--- config.mk ---
export PLATFORM = sky130hd
export DESIGN_NAME = hysteresis_tracker
export DESIGN_NICKNAME = d
export VERILOG_FILES = /design/src/rtl/hysteresis_tracker.sv
export SDC_FILE = /design/constraint.sdc
export NUM_CORES = 2
export LEC_CHECK = 0
export BUFFER_PORTS_ARGS = -buffer_cell sky130_fd_sc_hd__buf_2
export CAP_MARGIN = 20
export CORE_MARGIN = 2
export CORE_UTILIZATION = 30
export CTS_CLUSTER_DIAMETER = 80
export CTS_CLUSTER_SIZE = 20
export DETAILED_ROUTE_END_ITERATION = 16
export GPL_ROUTABILITY_DRIVEN = 0
export SLEW_MARGIN = 5
export SYNTH_ARGS = -nofsm -noshare
export SYNTH_HDL_FRONTEND = slang
export SYNTH_SLANG_ARGS = --single-unit
--- constraint.sdc ---
create_clock -name clk -period 36.2 [get_ports clk]
set_input_delay 5.43 -clock clk [delete_from_list [all_inputs] [get_ports clk]]
set_output_delay 5.43 -clock clk [all_outputs]
set_load 0.1 [all_outputs]
--- src/rtl/hysteresis_tracker.sv ---
// Single-pass Canny hysteresis: a 3x3 strength window built from two line
// buffers turns the 0/1/2 strength stream into one edge bit per pixel.
module hysteresis_tracker #(
    parameter int IMG_WIDTH  = 640,
    parameter int IMG_HEIGHT = 480
) (
    input  logic       clk,
    input  logic       rstN,
    input  logic [1:0] strength,
    input  logic       str_valid,
    output logic       edge_out,
    output logic       edge_valid,
    output logic       edge_last,
    output logic       busy,
    output logic       overrun
);

    localparam int XW = $clog2(IMG_WIDTH);
    localparam int YW = $clog2(IMG_HEIGHT);
    localparam int FW = $clog2(IMG_WIDTH + 1);

    localparam logic [XW-1:0] X_LAST = XW'(IMG_WIDTH - 1);
    localparam logic [YW-1:0] Y_LAST = YW'(IMG_HEIGHT - 1);
    localparam logic [FW-1:0] F_LAST = FW'(IMG_WIDTH);

    localparam logic [1:0] ST_FILL  = 2'd0;  // priming rows 0 and pixel (1,0), no outputs
    localparam logic [1:0] ST_RUN   = 2'd1;  // one output per accepted beat
    localparam logic [1:0] ST_FLUSH = 2'd2;  // W+1 virtual zero beats drain the window

    logic [1:0]    state_q, state_d;
    logic [XW-1:0] x_q, x_d, ox_q, ox_d;
    logic [YW-1:0] y_q, y_d, oy_q, oy_d;
    logic [FW-1:0] fl_q, fl_d;
    logic [5:0]    win_a_q, win_a_d, win_b_q, win_b_d;
    logic          edge_out_q, edge_out_d;
    logic          edge_valid_q, edge_valid_d;
    logic          edge_last_q, edge_last_d;
    logic          overrun_q, overrun_d;

    logic [1:0] lb1_mem [IMG_WIDTH];
    logic [1:0] lb2_mem [IMG_WIDTH];

    logic [1:0] in_s, pix, lb1_rd, lb2_rd, center;
    logic [5:0] new_col;
    logic       accept, advance, produce;
    logic       m_left, m_right, m_top, m_bot, strong_nb, decision;

    // Columns are packed {row y-2, row y-1, row y}; the output pixel is the
    // middle of win_b, with win_a to its left and new_col to its right.
    always_comb begin
        in_s    = (strength == 2'b11) ? 2'b00 : strength;
        accept  = str_valid && (state_q != ST_FLUSH);
        advance = accept || (state_q == ST_FLUSH);
        produce = (accept && (state_q == ST_RUN)) || (state_q == ST_FLUSH);
        pix     = (state_q == ST_FLUSH) ? 2'b00 : in_s;
        lb1_rd  = lb1_mem[x_q];
        lb2_rd  = lb2_mem[x_q];
        new_col = {lb2_rd, lb1_rd, pix};

        m_left  = (ox_q != '0);
        m_right = (ox_q != X_LAST);
        m_top   = (oy_q != '0);
        m_bot   = (oy_q != Y_LAST);
        center  = win_b_q[3:2];

        strong_nb = (m_left  && ((m_top && win_a_q[5:4] == 2'd2) ||
                                 (win_a_q[3:2] == 2'd2) ||
                                 (m_bot && win_a_q[1:0] == 2'd2))) ||
                    (m_top && win_b_q[5:4] == 2'd2) ||
                    (m_bot && win_b_q[1:0] == 2'd2) ||
                    (m_right && ((m_top && new_col[5:4] == 2'd2) ||
                                 (new_col[3:2] == 2'd2) ||
                                 (m_bot && new_col[1:0] == 2'd2)));
        decision  = (center == 2'd2) || ((center == 2'd1) && strong_nb);
    end

    always_comb begin
        state_d      = state_q;
        x_d          = x_q;
        y_d          = y_q;
        ox_d         = ox_q;
        oy_d         = oy_q;
        fl_d         = fl_q;
        win_a_d      = win_a_q;
        win_b_d      = win_b_q;
        overrun_d    = overrun_q;
        edge_valid_d = produce;
        edge_out_d   = produce && decision;
        edge_last_d  = produce && (ox_q == X_LAST) && (oy_q == Y_LAST);

        if (advance) begin
            win_a_d = win_b_q;
            win_b_d = new_col;
            x_d     = (x_q == X_LAST) ? '0 : x_q + XW'(1);
        end

        if (accept && (x_q == X_LAST)) begin
            y_d = (y_q == Y_LAST) ? '0 : y_q + YW'(1);
        end

        if (produce) begin
            ox_d = (ox_q == X_LAST) ? '0 : ox_q + XW'(1);
            if (ox_q == X_LAST) begin
                oy_d = (oy_q == Y_LAST) ? '0 : oy_q + YW'(1);
            end
        end

        case (state_q)
            ST_FILL: begin
                if (accept && (x_q == '0) && (y_q == YW'(1))) begin
                    state_d = ST_RUN;
                end
            end
            ST_RUN: begin
                if (accept && (x_q == X_LAST) && (y_q == Y_LAST)) begin
                    state_d = ST_FLUSH;
                    fl_d    = '0;
                end
            end
            ST_FLUSH: begin
                fl_d = fl_q + FW'(1);
                if (str_valid) begin
                    overrun_d = 1'b1;
                end
                if (fl_q == F_LAST) begin
                    state_d = ST_FILL;
                    fl_d    = '0;
                    x_d     = '0;
                    y_d     = '0;
                end
            end
            default: state_d = ST_FILL;
        endcase
    end

    always_ff @(posedge clk) begin
        if (!rstN) begin
            state_q      <= ST_FILL;
            x_q          <= '0;
            y_q          <= '0;
            ox_q         <= '0;
            oy_q         <= '0;
            fl_q         <= '0;
            win_a_q      <= '0;
            win_b_q      <= '0;
            edge_out_q   <= 1'b0;
            edge_valid_q <= 1'b0;
            edge_last_q  <= 1'b0;
            overrun_q    <= 1'b0;
        end else begin
            state_q      <= state_d;
            x_q          <= x_d;
            y_q          <= y_d;
            ox_q         <= ox_d;
            oy_q         <= oy_d;
            fl_q         <= fl_d;
            win_a_q      <= win_a_d;
            win_b_q      <= win_b_d;
            edge_out_q   <= edge_out_d;
            edge_valid_q <= edge_valid_d;
            edge_last_q  <= edge_last_d;
            overrun_q    <= overrun_d;
        end
    end

    // Stale line-buffer contents are never seen: the row masks hide them.
    always_ff @(posedge clk) begin
        if (advance) begin
            lb1_mem[x_q] <= pix;
            lb2_mem[x_q] <= lb1_rd;
        end
    end

    assign edge_out   = edge_out_q;
    assign edge_valid = edge_valid_q;
    assign edge_last  = edge_last_q;
    assign busy       = (state_q == ST_FLUSH);
    assign overrun    = overrun_q;

endmodule

==> reports/metrics.yaml <==
status: "complete, no violations"
place_hpwl_um: 176500
layout-drive-gt1-share: 0.09263
cts_tree: "yes"
grt_pass1_vias: 56018
cts_buffer_depth: 3
die_w_um: 592.5
synth_area_um2: 103900
p_leak_uw: 0.03243
netlist.area_leader.share: 0.7398
holdBufCountCts: 0
ir_worst_vdd_mv: 0.03349
grt_start_max_net_pins: 241
synth.avg_cell_area_um2: 16.99
dieArea_um2: 351100
design.core.area_um2: 345400
synthArstFlopShare: 0
start_util: 0.3008
setup_violations: 0
drt_iter0_markers: 7932
area_delta_synth_final_pct: 9.267
final.period_utilization: 0.2693
numCtsBuffers: 153
finalClockSkew_ns: 0.07335
critPathLaunchType: "flip-flop"
antenna_left: 0
drc: 0
hp-class: "reg -> reg"
clock_latency_ns: 0.87
seq_area_um2: 78210
synth_flop_cell: "edfxtp_1"
num_vias: 57256
routed_wl_um: 306600
fill_cells: 32860
overflow: 0
rows: 216
synth.top_cells.by_area: "edfxtp_1 (74%), mux2i_1 (9.5%), mux4_2 (3.2%), nor2_1 (2.7%), o22ai_1 (2.7%)"
via_per_inst: 5.373
maxSlewHeadroom: 0.1755
post-route-min-period_ns: 9.748
dpl-instance-area_um2: 109200
drtPass1Iterations: 7
clockRootBuffer: "clkbuf_16"
crit_type: "reg -> reg"
crit_fanout: 240
synth_edf_count: 2560
multi_input_area_um2: 23910
rsz0062_at_grt: "false"
grt_usage: 0.1704
cts_setup_buffers: 0
synth_cell_types: 74
cts_resized: 0
die_h_um: 592.5
worst_slew_pin_slew_ns: 1.237
antenna_found_initial: 17
power_density_nw_per_um2: 48.02
synth_most_common_cell: "edfxtp_1"
path_clk_slew_ns: 0.08
routedWlPerCell_um: 28.77
total_power_uw: 5452
htreeDepth: 4
ys_warn_count: 0
crit_path_end_kind: "flip-flop"
grt_pass1_wl_um: 428800
synth_seq_cells: 2626
final_hold_viol_count: 0
syn_inst: 6115
final.setup.tns_ns: 0
nets: 6043
syn_nets: 6132
worstPathArrival_ns: 10.49
io_buffer_count: 9
cts.sinks: 2626
ys_seq_area_frac: 0.7525
final_cell_area_um2: 113500
slew_viol_final: 0
fmax_ghz: 0.1026
synthTopCellsByCount: "edfxtp_1 (2560), mux2i_1 (989), nor2_1 (761)"
io_pins: 10
cap_viol_max_count: 0
yosys.area.top_type: "edfxtp_1"
cp.required_ns: 36.94
-- power by group --
part	switching [µW]	internal, µW
Combinational	211	83.7
Sequential	4.07	3380
Clock	976	800
Total	1190	4260
-- cell usage in the layout (no fill, tap or decap), types with 46 or more instances in the layout --
cell | netlist | final
nor2_1 | 761 | 760
o21ai_0 | 46 | 46
edfxtp_1 | 2560 | 2560
mux2i_1 | 989 | 989
nor4_1 | 94 | 94
buf_4 | 94 | 134
a22oi_1 | 56 | 56
nand2_1 | 119 | 110
o22ai_1 | 452 | 452
mux4_2 | 146 | 146
dfxtp_1 | 66 | 60
nand3_1 | 83 | 59
clkbuf_16 | 0 | 155
-- layout make-up --
class / instances / area share
clock buffer: 172 / 0.03472
inverter: 21 / 0.0007604
sequential: 2626 / 0.6888
multi-input combinational: 3070 / 0.2105
antenna: 12 / 0.0002645
tap: 4578 / 0.05045
timing repair buffer: 154 / 0.01113
clock inverter: 24 / 0.003306
-- metal layers --
| layer | global-route usage | share of wire |
|---|---|---|
| met5 | 0 | 0.000078 |
| met4 | 0.06383 | 0.040 |
| met3 | 0.03364 | 0.096 |
| met2 | 0.2712 | 0.46 |
| met1 | 0.2302 | 0.40 |
-- flip-flops by register name, indices dropped and copies added (netlist names) --
signal,cells
edge_last,1
edge_out,1
edge_valid,1
fl_q,10
lb1_mem,1280
lb2_mem,1280
overrun,1
ox_q,10
oy_q,9
state_q,2
win_a_q,6
win_b_q,6
x_q,10
y_q,9
-- kinds of logic after synthesis --
family / synth area share
fa+ha+maj: 0.001445
buf+inv: 0.02213
mux: 0.1282
xor+xnor: 0.002529
simple gates: 0.05178
compound gates: 0.04137
flops: 0.7525
-- stage by stage --
| step | std cells | setup WS, ns | utilization | hold slack, ns |
|---|---|---|---|---|
| 4_1_cts | 10644 | 26.46 | 0.3286 | 0.4505 |
| 6_report | 10657 | 26.45 | 0.3287 | 0.4507 |
| 3_3_place_gp | 10447 | 26.56 | 0.3160 | 0.4316 |
| 2_1_floorplan | 6115 | 14.46 | - | 0.4152 |
| 3_5_place_dp | 10448 | 26.48 | 0.3161 | 0.4343 |
| 5_1_grt | 10645 | 26.12 | 0.3286 | 0.4755 |
-- critical path: stages (launching register included) --
cell       delay [ns]
dfxtp_4          0.96
buf_12           0.62
buf_4            0.73
buf_12           0.67
buf_4            0.84
buf_4            0.80
mux4_2           0.60
a22oi_1          0.28
nand4_1          0.18
mux4_2           0.52
a2111o_2         0.51
buf_12           0.34
buf_4            0.65
buf_4            0.50
a2bb2oi_1        0.24
o41ai_2          0.25
-- path summary, 6_finish.rpt --
| check | depth (start not counted) | start | slack (ns) | end |
|---|---|---|---|---|
| worst max register to register | 15 | x_q[0]$_SDFF_PN0_ | 26.45 | edge_out$_SDFF_PN0_ |
| worst min-delay path | 1 | state_q[1]$_SDFFE_PN0P_ | 0.45 | state_q[0]$_SDFFE_PN0P_ |
| worst max-delay path | 15 | x_q[0]$_SDFF_PN0_ | 26.45 | edge_out$_SDFF_PN0_ |
| worst min register to register | 1 | state_q[1]$_SDFFE_PN0P_ | 0.45 | state_q[0]$_SDFFE_PN0P_ |
(Power assumes the default switching activity.)
